<file path="src/rtl/mem_arbiter.sv">
// rtl/mem_arbiter.sv - two-to-one imem/dmem arbiter onto a single memory port with in-order response steering
module mem_arbiter #(
    parameter int DEPTH      = 4,
    parameter int MAX_STREAK = 3
) (
    input  logic                         clock,
    input  logic                         reset,
    input  logic                         imem_req_valid,
    output logic                         imem_req_ready,
    input  logic [31:0]                  imem_req_bits_addr,
    input  logic [31:0]                  imem_req_bits_data,
    input  logic                         imem_req_bits_fcn,
    input  logic [2:0]                   imem_req_bits_typ,
    input  logic                         dmem_req_valid,
    output logic                         dmem_req_ready,
    input  logic [31:0]                  dmem_req_bits_addr,
    input  logic [31:0]                  dmem_req_bits_data,
    input  logic                         dmem_req_bits_fcn,
    input  logic [2:0]                   dmem_req_bits_typ,
    output logic                         imem_resp_valid,
    output logic [31:0]                  imem_resp_bits_data,
    output logic                         dmem_resp_valid,
    output logic [31:0]                  dmem_resp_bits_data,
    output logic                         mem_req_valid,
    input  logic                         mem_req_ready,
    output logic [31:0]                  mem_req_bits_addr,
    output logic [31:0]                  mem_req_bits_data,
    output logic                         mem_req_bits_fcn,
    output logic [2:0]                   mem_req_bits_typ,
    input  logic                         mem_resp_valid,
    input  logic [31:0]                  mem_resp_bits_data,
    output logic [$clog2(DEPTH+1)-1:0]   outstanding,
    output logic                         resp_err
);
    localparam int PW = $clog2(DEPTH);
    localparam int CW = $clog2(DEPTH + 1);
    localparam int SW = $clog2(MAX_STREAK + 1);

    logic [DEPTH-1:0] owner_q;
    logic [PW-1:0]    wr_ptr;
    logic [PW-1:0]    rd_ptr;
    logic [SW-1:0]    streak;
    logic             full;
    logic             empty;
    logic             grant_imem;
    logic             accept_ok;
    logic             issue;
    logic             pop;
    logic             orphan;
    logic             head_dmem;

    assign full  = (outstanding == CW'(DEPTH));
    assign empty = (outstanding == '0);

    // dmem wins by default; imem is forced ahead once dmem has had MAX_STREAK grants in a row
    assign grant_imem = !dmem_req_valid || ((streak == SW'(MAX_STREAK)) && imem_req_valid);

    assign mem_req_valid     = (imem_req_valid || dmem_req_valid) && !full && !reset;
    assign mem_req_bits_addr = grant_imem ? imem_req_bits_addr : dmem_req_bits_addr;
    assign mem_req_bits_data = grant_imem ? imem_req_bits_data : dmem_req_bits_data;
    assign mem_req_bits_fcn  = grant_imem ? imem_req_bits_fcn  : dmem_req_bits_fcn;
    assign mem_req_bits_typ  = grant_imem ? imem_req_bits_typ  : dmem_req_bits_typ;

    assign accept_ok      = mem_req_ready && !full && !reset;
    assign imem_req_ready = accept_ok && grant_imem;
    assign dmem_req_ready = accept_ok && !grant_imem;

    assign issue     = mem_req_valid && mem_req_ready;
    assign head_dmem = owner_q[rd_ptr];
    assign pop       = mem_resp_valid && !empty && !reset;
    assign orphan    = mem_resp_valid && empty && !reset;

    assign imem_resp_valid     = pop && !head_dmem;
    assign dmem_resp_valid     = pop && head_dmem;
    assign imem_resp_bits_data = mem_resp_bits_data;
    assign dmem_resp_bits_data = mem_resp_bits_data;

    always_ff @(posedge clock) begin
        if (reset) begin
            owner_q     <= '0;
            wr_ptr      <= '0;
            rd_ptr      <= '0;
            outstanding <= '0;
            streak      <= '0;
            resp_err    <= 1'b0;
        end else begin
            if (issue) begin
                owner_q[wr_ptr] <= !grant_imem;
                wr_ptr          <= wr_ptr + PW'(1);
            end
            if (pop) begin
                rd_ptr <= rd_ptr + PW'(1);
            end
            if (issue && !pop) begin
                outstanding <= outstanding + CW'(1);
            end else if (!issue && pop) begin
                outstanding <= outstanding - CW'(1);
            end
            if (orphan) begin
                resp_err <= 1'b1;
            end
            // streak only measures how long imem has been kept waiting
            if (!imem_req_valid || (issue && grant_imem)) begin
                streak <= '0;
            end else if (issue && streak != SW'(MAX_STREAK)) begin
                streak <= streak + SW'(1);
            end
        end
    end
endmodule

</file>
<file path="config.mk">
export PLATFORM = sky130hd
export DESIGN_NAME = mem_arbiter
export DESIGN_NICKNAME = d
export VERILOG_FILES = /design/src/rtl/mem_arbiter.sv
export SDC_FILE = /design/constraint.sdc
export NUM_CORES = 1
export LEC_CHECK = 0
export ABC_AREA = 1
export CORE_AREA = 2 2 124 126
export CTS_CLUSTER_DIAMETER = 30
export DETAILED_ROUTE_END_ITERATION = 8
export DIE_AREA = 0 0 126 128
export SYNTH_ARGS = -nofsm -noshare
export SYNTH_HDL_FRONTEND = slang
export SYNTH_SLANG_ARGS = --single-unit
</file>
<file path="constraint.sdc">
create_clock -name clock -period 2.5 [get_ports clock]
set_clock_uncertainty 0.15 [all_clocks]
set_input_delay 0.5 -clock clock [delete_from_list [all_inputs] [get_ports clock]]
set_output_delay 0.5 -clock clock [all_outputs]
set_load 0.01 [all_outputs]
</file>
## Yosys cells after proc, flatten, opt, wreduce, memory -nomap -nowiden

Index checks and enable logic that the tools add are counted.

| word-level totals | value |
|---|---|
| memories kept | 0 |
| word-level logic and storage cells | 62 |
| register bits after elaboration | 14 |
| latch bits | 0 |
| input port bits | 174 |
| memory bits (read-only) | 0 |
| RAM bits | 0 |

| cells by class | value |
|---|---|
| multiply operators | 0 |
| shift-type cells | 0 |
| equality and inequality tests | 3 |
| bitwise logic cells | 0 |
| magnitude comparators | 3 |
| multiplexer cells | 11 |
| $add $sub $neg | 5 |
| reductions and logical operators | 34 |
| divide/modulo/power cells | 0 |

Operator list:

| operator | number |
|---|---|
| $mux 32 | 2 |
| $logic_and 1x1->1 | 19 |
| $logic_not 1->1 | 9 |
| $mux 3 | 3 |
| $add 2x1->2 const B | 3 |
| $lt 2x3->1 const B | 2 |
| $bwmux 4 | 1 |
| $add 3x1->3 const B | 1 |
| $eq 3x3->1 const B | 1 |
| $logic_not 3->1 | 1 |
| $logic_or 1x1->1 | 3 |
| $mux 1 | 3 |
| $sub 3x1->3 const B | 1 |
| $bmux 1 s2 | 1 |
| $demux 1 s2 | 1 |
| $eq 2x2->1 const B | 1 |
| $ge 2x1->1 const B | 1 |
| $ne 2x2->1 const B | 1 |
| $reduce_bool 2->1 | 1 |
| $reduce_or 2->1 | 1 |

## Longest topological paths before layout

Gate-level depths: netlist of run 1.

| depth | value |
|---|---|
| depth after elaboration | 9 |
| mapped depth | 11 |

## Worst setup path before layout of run 1

OpenSTA, ideal clock, no wires.

| path | value |
|---|---|
| path kind | input-to-reg |
| start point | input mem_req_ready |
| end point | register outstanding[2] |
| arrival | 1.954 ns |
| slack | 0.327 ns |
| path buffers | 0 |
| setup time | 0.070 ns |
| stages | 11 |
| path through | inv_1 -> nor2_2 -> nand3_4 -> inv_1 -> ha_1 -> inv_1 -> fa_1 -> or2_2 -> nand2_1 -> o21ai_0 -> a21oi_1 |

| between the ends | value |
|---|---|
| word-level cells in the longest chain between the ends | 4 |

Ends and longest elaborated chain:

| element | line | source |
|---|---|---|
| start: declaration | 25 | `input logic mem_req_ready,` |
| $logic_and 1x1->1 (*) | 68 | `assign issue = mem_req_valid && mem_req_ready;` |
| named net issue | 47 | `logic issue;` |
| $logic_not 1->1 | 96 | `end else if (!issue && pop) begin` |
| $logic_and 1x1->1 | 96 |  |
| $reduce_bool 2->1 (no source line) | n/a |  |
| end signal: assignment | 95 | `outstanding <= outstanding + CW'(1);` |
| end signal: assignment | 97 | `outstanding <= outstanding - CW'(1);` |
| end: declaration | 32 | `output logic [$clog2(DEPTH+1)-1:0] outstanding,` |

Mark *: on every way through the listed nets, which the timed path passes. The rest lies on a longest branch.
A chain may end at the register's enable or synchronous reset.

## Worst setup path in the final report of run 1

| path | value |
|---|---|
| start point | input imem_req_valid |
| end point | output mem_req_bits_data[0] |

| between the ends | value |
|---|---|
| word-level cells in the longest chain between the ends | 3 |

Ends and longest elaborated chain:

| element | line | source |
|---|---|---|
| start: declaration | 8 | `input logic imem_req_valid,` |
| $logic_and 1x1->1 | 56 | `assign grant_imem = !dmem_req_valid \|\| ((streak == SW'(MAX_STREAK)) && imem_req_valid);` |
| $logic_or 1x1->1 | 56 |  |
| $mux 32 | 60 | `assign mem_req_bits_data = grant_imem ? imem_req_bits_data : dmem_req_bits_data;` |
| end: declaration | 27 | `output logic [31:0] mem_req_bits_data,` |

Every way passes these cells.

==> flow_summary_export.csv, run 1 <==
group,metric,value,unit
yosys,muxShareOfSynthArea,0,%
cells_and_area,syn_to_final_growth,106,%
clock_tree,numCtsBuffers,3,
clock_tree,cts.reportedPaths.clkPinSlew,50,ps
grt,grt_use_total,13.8,%
drt,vias_per_cell,3.87,
place,gp_congestion,0.858,
yosys,yosys.cell_types.count,23,
flow_run,cap_violations,0,
drt,num_vias,2960,
clock_tree,cts_sinks,14,
yosys,synthCells,395,
setup_path,arrival,1770,ps
cells_and_area,layout-drive-gt1-share,14.2,%
die,core,14900,um2
die,dieWidth,126,um
yosys,avgSynthCellArea,5.46,um2
clock_tree,clock_latency,250,ps
setup_path,crit_fanout,16,
setup_path,cp_slowest_cell,"dlygate4sd2_1",
yosys,synth_top_family_by_area,"simple AND/OR/NAND/NOR gates",
die,die_h,128,um
setup_path,cp.required,1850,ps
place,dpl_worst_slack,-374,ps
yosys,yosys.area_share.simple,46.1,%
timing,min_period,2420,ps
die,ios,315,
clock_tree,cts-htree-levels,1,
drt,routed_wl,11600,um
place,hpwl,9420,um
clock_tree,cts_root_buf,"clkbuf_16",
power_and_ir_drop,irDropWorstVdd,249,uV
power_and_ir_drop,p_per_area,325,nW/um2
cells_and_area,layout_common_cells,"nand2_1, clkdlybuf4s50_1, buf_4",
worst_hold_path,holdPathStages,2,
run_status,status,"finished clean",
yosys,synth_top_area_cell,"nand2_1",
timing,setup_viol,0,
yosys,synth-xor-area-share,0.406,%
grt,grt_pass1_wl,17300,um
yosys,synthAdderAreaFrac,4.41,%
yosys,synth_warnings,0,
power_and_ir_drop,leakagePower,2.25,nW
yosys,synth-compound-area-share,5.92,%
timing,min_period_over_period,96.6,%
grt,antenna_found_initial,0,
yosys,synth_top_area_share,38.5,%
setup_path,r2r_start,"outstanding[0]$_SDFFE_PP0P_",
cells_and_area,fin_util,29.9,%
drt,firstDrtPassIters,4,
die,start_util,14.5,%
grt,overflow,0,
yosys,ys_ff_latch,14,
worst_hold_path,hp-class,"register to register",
timing,drv_slew,0,
yosys,synth_nets,576,
clock_tree,clockBufferDepth,2,
drt,wire_per_inst,15.2,um
timing,slew_headroom,81.4,%
drt,final_antenna_net_count,0,
cells_and_area,fillCellCount,1643,
setup_path,critPathKind,"input pin to primary output",
setup_path,critPathLaunchType,"input pin",
die,row_count,45,
grt,grt_pass1_vias,2939,
worst_hold_path,hold_start,"streak[0]$_SDFFE_PP0P_",
setup_path,reg2reg_depth,11,
yosys,ys_seq_area_share,13.0,%
timing,setup_slack,84.1,ps
die,die_area,16100,um2
yosys,synthesis.area,2160,um2
yosys,yosys-top-cells-area,"nand2_1, buf_4, dfxtp_1",
setup_path,reg2reg_slack,380,ps
cells_and_area,fin_nets,758,
place,port_buffers,218,
drt,drtIter0Drc,108,
worst_hold_path,holdPathEnd,"streak[0]$_SDFFE_PP0P_",
clock_tree,cts_tree,"built",
timing,worst_slew_pin_slew,280,ps
timing,max_freq,0.414,GHz
setup_path,cp-end-kind,"primary output",
grt,grt_start_max_net_pins,17,
setup_path,r2r_end,"outstanding[2]$_SDFFE_PP0P_",
setup_path,timing.critical_path.cells,"dlygate4sd2_1 > nand2_2 > nand2_4 > buf_4 > buf_12 > buf_12 > nand2_1 > nand2_1 > dlygate4sd2_1",
cells_and_area,mostFrequentLayoutCell,"nand2_1",
timing,hold_violations,0,
drt,drc,0,
cells_and_area,diodes,0,
power_and_ir_drop,total_power,0.00144,W
setup_path,max_stage_delay,280,ps
cells in the mapped netlist:
cell type	n
fa_1	1
nor2_4	1
inv_1	20
o21bai_1	4
nor2_1	14
o21ai_0	6
ha_1	6
nand3_4	1
nand3_1	4
o21a_1	1
nand4_1	3
nand2_2	3
inv_2	1
buf_4	66
nand4_2	1
nand2_1	221
xor2_1	1
a21oi_1	12
or2_2	1
buf_2	11
dfxtp_1	14
buf_6	2
nor2_2	1
where the power goes:
part / total [W] / switching [W] / internal (W)
Sequential: 0.000283 / 0.0000326 / 0.000250
Combinational: 0.000817 / 0.000347 / 0.000471
Clock: 0.000341 / 0.0000985 / 0.000243
Total: 0.00144 / 0.000478 / 0.000964
area by class of cell:
class | instances | area (um2) | share of cell area (%)
timing repair buffer | 256 | 2500 | 56.3
inverter | 21 | 83.8 | 1.89
clock buffer | 4 | 88.8 | 2.00
multi-input combinational | 281 | 1250 | 28.2
tap | 188 | 235 | 5.30
sequential | 14 | 282 | 6.34
worst max-delay path: cells and delay by family:
kind                   cells  cell delay (ps)
and+or+nand+nor            4              290
buffers and inverters      5              970
worst max-delay path by stage:
| stage | start | to | slack, ps | depth (start not counted) |
|---|---|---|---|---|
| 2_1_floorplan | mem_req_ready | outstanding[2]$_SDFFE_PP0P_ | 330 | 11 |
| 5_1_grt | mem_req_ready | outstanding[2]$_SDFFE_PP0P_ | -8 | 12 |
| 3_5_place_dp | imem_req_valid | mem_req_bits_addr[7] | -370 | 8 |
| 6_report | imem_req_valid | mem_req_bits_data[0] | 80 | 9 |
| 3_3_place_gp | imem_req_valid | mem_req_bits_addr[16] | -370 | 8 |
| 4_1_cts | imem_req_valid | mem_req_bits_data[11] | 5 | 8 |
cells by family (layout without fill, tap and decap cells):
| family | Yosys count | after routing |
|---|---|---|
| adder cells (fa/ha/maj) | 7 | 7 |
| AND/OR/NAND/NOR | 250 | 250 |
| AO/OA/AOI/OAI | 23 | 23 |
| flip-flops | 14 | 14 |
| buffers and inverters | 100 | 281 |
| XOR/XNOR | 1 | 1 |
through the flow:
step | cell area [um2] | std cells | TNS, ps | hold WS, ps
6_report | 4440 | 764 | 0 | 322
5_1_grt | 4440 | 764 | -7.73 | 337
4_1_cts | 4460 | 764 | 0 | 326
3_5_place_dp | 4300 | 754 | -21970 | 317
3_3_place_gp | 4300 | 754 | -22470 | 304
2_1_floorplan | 2160 | 395 | 0 | 298
registers in the layout, indices dropped and copies added (netlist names):
register / cells
rd_ptr: 2
owner_q: 4
outstanding: 3
resp_err: 1
wr_ptr: 2
streak: 2
what timing repair did:
action | CTS | global route
hold buffers | 0 | 0
pin swaps | 1 | 1
setup endpoints to repair | 72 | 48
buffers inserted | 3 | 0
cloned | 3 | 0
gates resized for setup | 85 | 63
layer usage:
metal / part of all wire, % / global-route usage (%)
met4: 0.45 / 1.16
met1: 41 / 16.6
met3: 13 / 6.18
met5: 0 / 0
met2: 46 / 23.6
Power figures use the tool's default switching activity.
==> run 2: changes to the inputs <==
--- a/config.mk
+++ b/config.mk
@@ -6,10 +6,12 @@
 export NUM_CORES = 1
 export LEC_CHECK = 0
 export ABC_AREA = 1
+export ABC_CLOCK_PERIOD_IN_PS = 2500
 export CORE_AREA = 2 2 124 126
 export CTS_CLUSTER_DIAMETER = 30
 export DETAILED_ROUTE_END_ITERATION = 8
 export DIE_AREA = 0 0 126 128
+export SETUP_SLACK_MARGIN = 0.15
 export SYNTH_ARGS = -nofsm -noshare
 export SYNTH_HDL_FRONTEND = slang
 export SYNTH_SLANG_ARGS = --single-unit
==> run 2 against run 1 <==
Via count rose by 0.81%. Core utilization rose by 0.61 points. Combinational power rose by 2%. Largest cell class unchanged. Critical path type is now register to primary output. Total power rose by 1.3%. Cell count rose by 0.52%. Cell area rose by 2.0%. Sequential share of layout area fell by 0.099 points. Global-route usage barely moved. Count of clock-buffer cells in the layout did not move.
==> flow_summary_export.csv, run 2 (synthesized netlist as in run 1, its figures left out) <==
group,metric,value,unit
timing,drv_slew,0,
die,core,14900,um2
power_and_ir_drop,p_switching,0.000488,W
setup_path,crit_path_end,"mem_req_bits_data[26]",
grt,grt_pass1_vias,2954,
setup_path,max_stage_delay,330,ps
power_and_ir_drop,irDropWorstVdd,264,uV
clock_tree,cts_root_buf,"clkbuf_16",
power_and_ir_drop,intPower,0.000973,W
die,row_count,45,
drt,wire_per_inst,15.3,um
setup_path,critPathKind,"register to primary output",
clock_tree,cts_tree,"built",
power_and_ir_drop,p_comb_share,57.3,%
cells_and_area,reg.largest.list,"owner_q: 4 flops, outstanding: 3 flops",
timing,min_period,2290,ps
cells_and_area,multi_input_area,1300,um2
run_status,status,"finished clean",
cells_and_area,diodes,0,
cells_and_area,layout-drive-gt1-share,18.8,%
clock_tree,cts-htree-levels,1,
cells_and_area,fin_util,30.5,%
power_and_ir_drop,total_power,0.00146,W
clock_tree,numCtsBuffers,3,
power_and_ir_drop,p_per_area,323,nW/um2
setup_path,reg2reg_slack,380,ps
grt,overflow,0,
cells_and_area,largest-register,"owner_q",
drt,vias_per_cell,3.89,
die,dieWidth,126,um
cells_and_area,regArea,283,um2
setup_path,r2r_start,"outstanding[0]$_SDFFE_PP0P_",
setup_path,timing.critical_path.cells,"ha_4 > nand2_4 > nand2_8 > buf_6 > bufbuf_16 > buf_6 > nand2_1 > nand2_1 > buf_2",
cells_and_area,layout_common_cells,"nand2_1, clkdlybuf4s50_1, clkdlybuf4s15_1, buf_4, inv_1",
timing,hold_slack,330,ps
clock_tree,clock_latency,250,ps
setup_path,crit_fanout,5,
setup_path,cp_slowest_cell,"dfxtp_2",
timing,worst_slew_pin_slew,260,ps
drt,drc,0,
drt,firstDrtPassIters,4,
setup_path,cp.depth,9,
cells_and_area,fin_nets,762,
power_and_ir_drop,clkPwrFrac,23.3,%
flow_run,cap_violations,0,
cells_and_area,mostFrequentLayoutCell,"nand2_1",
clock_tree,hold_buffers,0,
grt,grt_pass1_wl,17300,um
timing,min_period_over_period,91.6,%
timing,setup_viol,0,
setup_path,cp.required,1850,ps
power_and_ir_drop,sw_frac_of_total,33.4,%
place,port_buffers,218,
setup_path,reg2reg_depth,11,
setup_path,cp_top_family,"buffers and inverters",
clock_tree,cts_sinks,14,
die,ios,315,
setup_path,critPathLaunchType,"register",
setup_path,arrival,1640,ps
power_and_ir_drop,seqPwrFrac,19.4,%
grt,antenna_found_initial,0,
setup_path,cp-end-kind,"primary output",
drt,routed_wl,11800,um
drt,final_antenna_net_count,0,
clock_tree,clockBufferDepth,2,
place,hpwl,9420,um
die,die_h,128,um
timing,rsz0062_at_grt,"true",
drt,drtIter0Drc,84,
die,start_util,14.5,%
cells_and_area,syn_to_final_growth,110,%
setup_path,critPathLaunch,"streak[0]$_SDFFE_PP0P_",
grt,grt_use_total,13.8,%
grt,grt_start_max_net_pins,17,
cells_and_area,fillCellCount,1628,
cells_and_area,largest_reg_flops,4,
timing,slew_headroom,82.7,%
die,die_area,16100,um2
timing,hold_violations,0,
drt,num_vias,2984,
clock_tree,cts.reportedPaths.clkPinSlew,50,ps
worst_hold_path,hp-class,"register to register",
power_and_ir_drop,leakagePower,2.21,nW
timing,max_freq,0.436,GHz
place,gp_congestion,0.858,
setup_path,cp_num_buf_inv,4,
setup_path,r2r_end,"outstanding[2]$_SDFFE_PP0P_",
## run 2: worst min-delay path by stage
stage | from | to | slack [ps] | depth (start not counted)
after floorplan | streak[1]$_SDFFE_PP0P_ | streak[1]$_SDFFE_PP0P_ | 300 | 2
after global placement | resp_err$_SDFFE_PP0P_ | resp_err$_SDFFE_PP0P_ | 300 | 1
after detailed placement | streak[1]$_SDFFE_PP0P_ | streak[1]$_SDFFE_PP0P_ | 320 | 2
after CTS | streak[1]$_SDFFE_PP0P_ | streak[1]$_SDFFE_PP0P_ | 340 | 2
after global routing | streak[1]$_SDFFE_PP0P_ | streak[1]$_SDFFE_PP0P_ | 340 | 2
final | streak[1]$_SDFFE_PP0P_ | streak[1]$_SDFFE_PP0P_ | 330 | 2
## run 2: cell type report
class	count	area share, %
sequential	14	6.24
timing repair buffer	260	56.0
multi-input combinational	281	28.7
clock buffer	4	1.96
inverter	21	1.91
tap	188	5.19
## run 2: timing repair
action | in CTS | in global routing
gates resized for setup | 158 | 66
buffers inserted | 5 | 2
pin swaps | 5 | 2
endpoints found under the setup margin | 74 | 70
gates cloned | 3 | 1
endpoints found under the hold margin | 0 | 0
## run 2: per-layer routing
layer / wire length (um) / share of wire [%] / global-route usage, %
met1: 4800 / 41 / 16.6
met2: 5430 / 46 / 23.5
met3: 1480 / 13 / 6.14
met4: 62 / 0.53 / 1.42
met5: 0 / 0 / 0
## run 2: per-stage QoR
stage | instances | cell area, um2 | TNS [ps] | worst slack [ps]
finish | 768 | 4530 | 0 | 209
global route | 768 | 4530 | 0 | 121
floorplan | 395 | 2160 | 0 | 327
CTS | 766 | 4500 | 0 | 92.8
global placement | 754 | 4300 | -22470 | -374
detailed placement | 754 | 4300 | -21970 | -374
## run 2: power by group through the flow
stage	Combinational [W]	Clock (W)	Sequential, W
CTS	0.000834	0.000346	0.000284
detailed placement	0.000848	0	0.000286
global route	0.000924	0.000359	0.000289
floorplan	0.000389	0	0.000288
global placement	0.000849	0	0.000287
finish	0.000837	0.000340	0.000284
## run 2: worst register-to-register path, cell delays in order (launching register included)
cell and delay, ps:
dfxtp_1 450, nor2_4 90, nand2_2 130, nand3_4 80, inv_1 60, ha_1 130
inv_1 60, fa_2 330, or2_2 300, nand2_1 80, o21ai_0 70, a21oi_1 120
==> run 3: changes to the inputs <==
--- a/config.mk
+++ b/config.mk
@@ -11,7 +11,7 @@
 export CTS_CLUSTER_DIAMETER = 30
 export DETAILED_ROUTE_END_ITERATION = 8
 export DIE_AREA = 0 0 126 128
-export SETUP_SLACK_MARGIN = 0.15
+export SETUP_SLACK_MARGIN = 0.4
 export SYNTH_ARGS = -nofsm -noshare
 export SYNTH_HDL_FRONTEND = slang
 export SYNTH_SLANG_ARGS = --single-unit
==> run 3 against run 2 <==
Cell area grew 12%. Global-route usage shrank 0.68 points. Register-to-register slack gained 140 ps. Critical path depth is the same. Total power grew 9.0%. Combinational power grew 16%. Largest cell class unchanged. Critical endpoint is now mem_req_bits_typ[2].
==> flow_summary_export.csv, run 3 (synthesized netlist as in run 1, its figures left out) <==
group,metric,value,unit
power_and_ir_drop,p_per_area,314,nW/um2
clock_tree,clockBufferDepth,2,
timing,max_freq,0.447,GHz
clock_tree,cts-htree-levels,1,
drt,drc,0,
drt,routed_wl,11900,um
setup_path,reg2reg_slack,520,ps
timing,min_period,2240,ps
setup_path,r2r_start,"outstanding[1]$_SDFFE_PP0P_",
timing,hold_slack,331,ps
setup_path,cp-end-kind,"primary output",
cells_and_area,fin_nets,770,
worst_hold_path,holdPathStages,1,
setup_path,max_stage_delay,330,ps
place,dpl-instance-area,4180,um2
timing,tns,0,ps
setup_path,r2r_end,"outstanding[2]$_SDFFE_PP0P_",
drt,firstDrtPassIters,4,
timing,min_period_over_period,89.5,%
die,row_count,45,
timing,hold_violations,0,
drt,drtIter0Drc,102,
clock_tree,cts_root_buf,"clkbuf_16",
cells_and_area,largest-register,"owner_q",
cells_and_area,mostFrequentLayoutCell,"nand2_1",
drt,final_antenna_net_count,0,
place,hpwl,8380,um
grt,grt_use_total,13.1,%
die,dieWidth,126,um
setup_path,reg2reg_depth,11,
grt,grt_pass1_wl,16600,um
clock_tree,cts_tree,"built",
place,gp_congestion,0.761,
die,core,14900,um2
run_status,status,"finished clean",
cells_and_area,final_cell_area,5070,um2
timing,rsz0062_at_grt,"true",
cells_and_area,layout_common_cells,"nand2_1, clkdlybuf4s50_1, nand2_2",
setup_path,arrival,1590,ps
cells_and_area,largest_reg_flops,4,
clock_tree,clock_latency,240,ps
timing,worst_slew_pin_slew,209,ps
power_and_ir_drop,total_power,0.00159,W
timing,setup_viol,0,
grt,grt_pass1_vias,2870,
setup_path,critPathKind,"register to primary output",
cells_and_area,syn_to_final_growth,135,%
clock_tree,numCtsBuffers,3,
timing,drv_slew,0,
cells_and_area,reg.largest.list,"owner_q: 4 flops, outstanding: 3 flops",
clock_tree,cts_sinks,14,
drt,wire_per_inst,15.4,um
worst_hold_path,hold_start,"resp_err$_SDFFE_PP0P_",
power_and_ir_drop,leakagePower,2.45,nW
setup_path,timing.critical_path.cells,"ha_4 > nand2_4 > nand2_8 > buf_6 > buf_12 > clkbuf_16 > nand2_2 > nand2_1 > buf_2",
die,start_util,14.5,%
flow_run,cap_violations,0,
worst_hold_path,holdPathEnd,"resp_err$_SDFFE_PP0P_",
grt,grt_start_max_net_pins,16,
cells_and_area,fin_util,34.1,%
drt,num_vias,3020,
cells_and_area,diodes,0,
die,die_h,128,um
setup_path,cp.required,1850,ps
setup_path,cp_slowest_cell,"dfxtp_2",
power_and_ir_drop,irDropWorstVdd,367,uV
setup_path,critPathLaunchType,"register",
setup_path,crit_fanout,6,
worst_hold_path,hp-class,"register to register",
grt,overflow,0,
timing,slew_headroom,86.1,%
grt,antenna_found_initial,0,
place,port_buffers,218,
clock_tree,cts.reportedPaths.clkPinSlew,50,ps
die,die_area,16100,um2
drt,vias_per_cell,3.89,
cells_and_area,layout-drive-gt1-share,39.1,%
die,ios,315,
==> run 3: worst max-delay path by stage <==
stage                            from                           to  slack (ps)
3_3_place_gp           dmem_req_valid        mem_req_bits_data[16]        -380
6_report       streak[0]$_SDFFE_PP0P_          mem_req_bits_typ[2]         260
2_1_floorplan           mem_req_ready  outstanding[2]$_SDFFE_PP0P_         410
5_1_grt        streak[0]$_SDFFE_PP0P_        mem_req_bits_addr[20]         200
4_1_cts        streak[1]$_SDFFE_PP0P_        mem_req_bits_addr[20]         250
3_5_place_dp           dmem_req_valid        mem_req_bits_data[16]        -390
==> run 3: layer usage <==
metal	share of wire [%]	up-vias	global-route usage, %
met3	11	4	5.30
met4	0.21	0	1.16
met5	0	-	0
met1	38	1299	15.7
met2	50	193	22.9
li1	-	1524	-
==> run 3: report_power, final <==
group / total, W / internal (W) / switching, W
registers: 0.000286 / 0.000254 / 0.0000323
clock network: 0.000337 / 0.000243 / 0.0000949
logic: 0.000970 / 0.000563 / 0.000407
==> run 3: critical path: cells and delay by family (launching register included) <==
kind / cells / cell delay, ps
AND/OR/NAND/NOR: 4 / 260
flip-flops: 1 / 330
buffers and inverters: 4 / 580
adder cells (fa/ha/maj): 1 / 170
==> run 3: cell type report <==
type / instances / area (um2)
timing repair buffer: 268 / 2770
inverter: 21 / 86.3
tap: 188 / 235
clock buffer: 4 / 88.8
multi-input combinational: 281 / 1600
fill: 1554 / 9790
sequential: 14 / 288
==> run 3: per-stage QoR <==
step / instances / setup WS [ps]
2_1_floorplan: 395 / 407
4_1_cts: 773 / 247
5_1_grt: 776 / 203
6_report: 776 / 263
3_3_place_gp: 738 / -378
3_5_place_dp: 738 / -385
==> run 3: what timing repair did <==
action                     CTS  global route
gates resized for setup    382            85
pin swaps                   29            27
cloned                       9             1
hold buffers                 0             0
buffers inserted            22             2
setup endpoints to repair   75            73
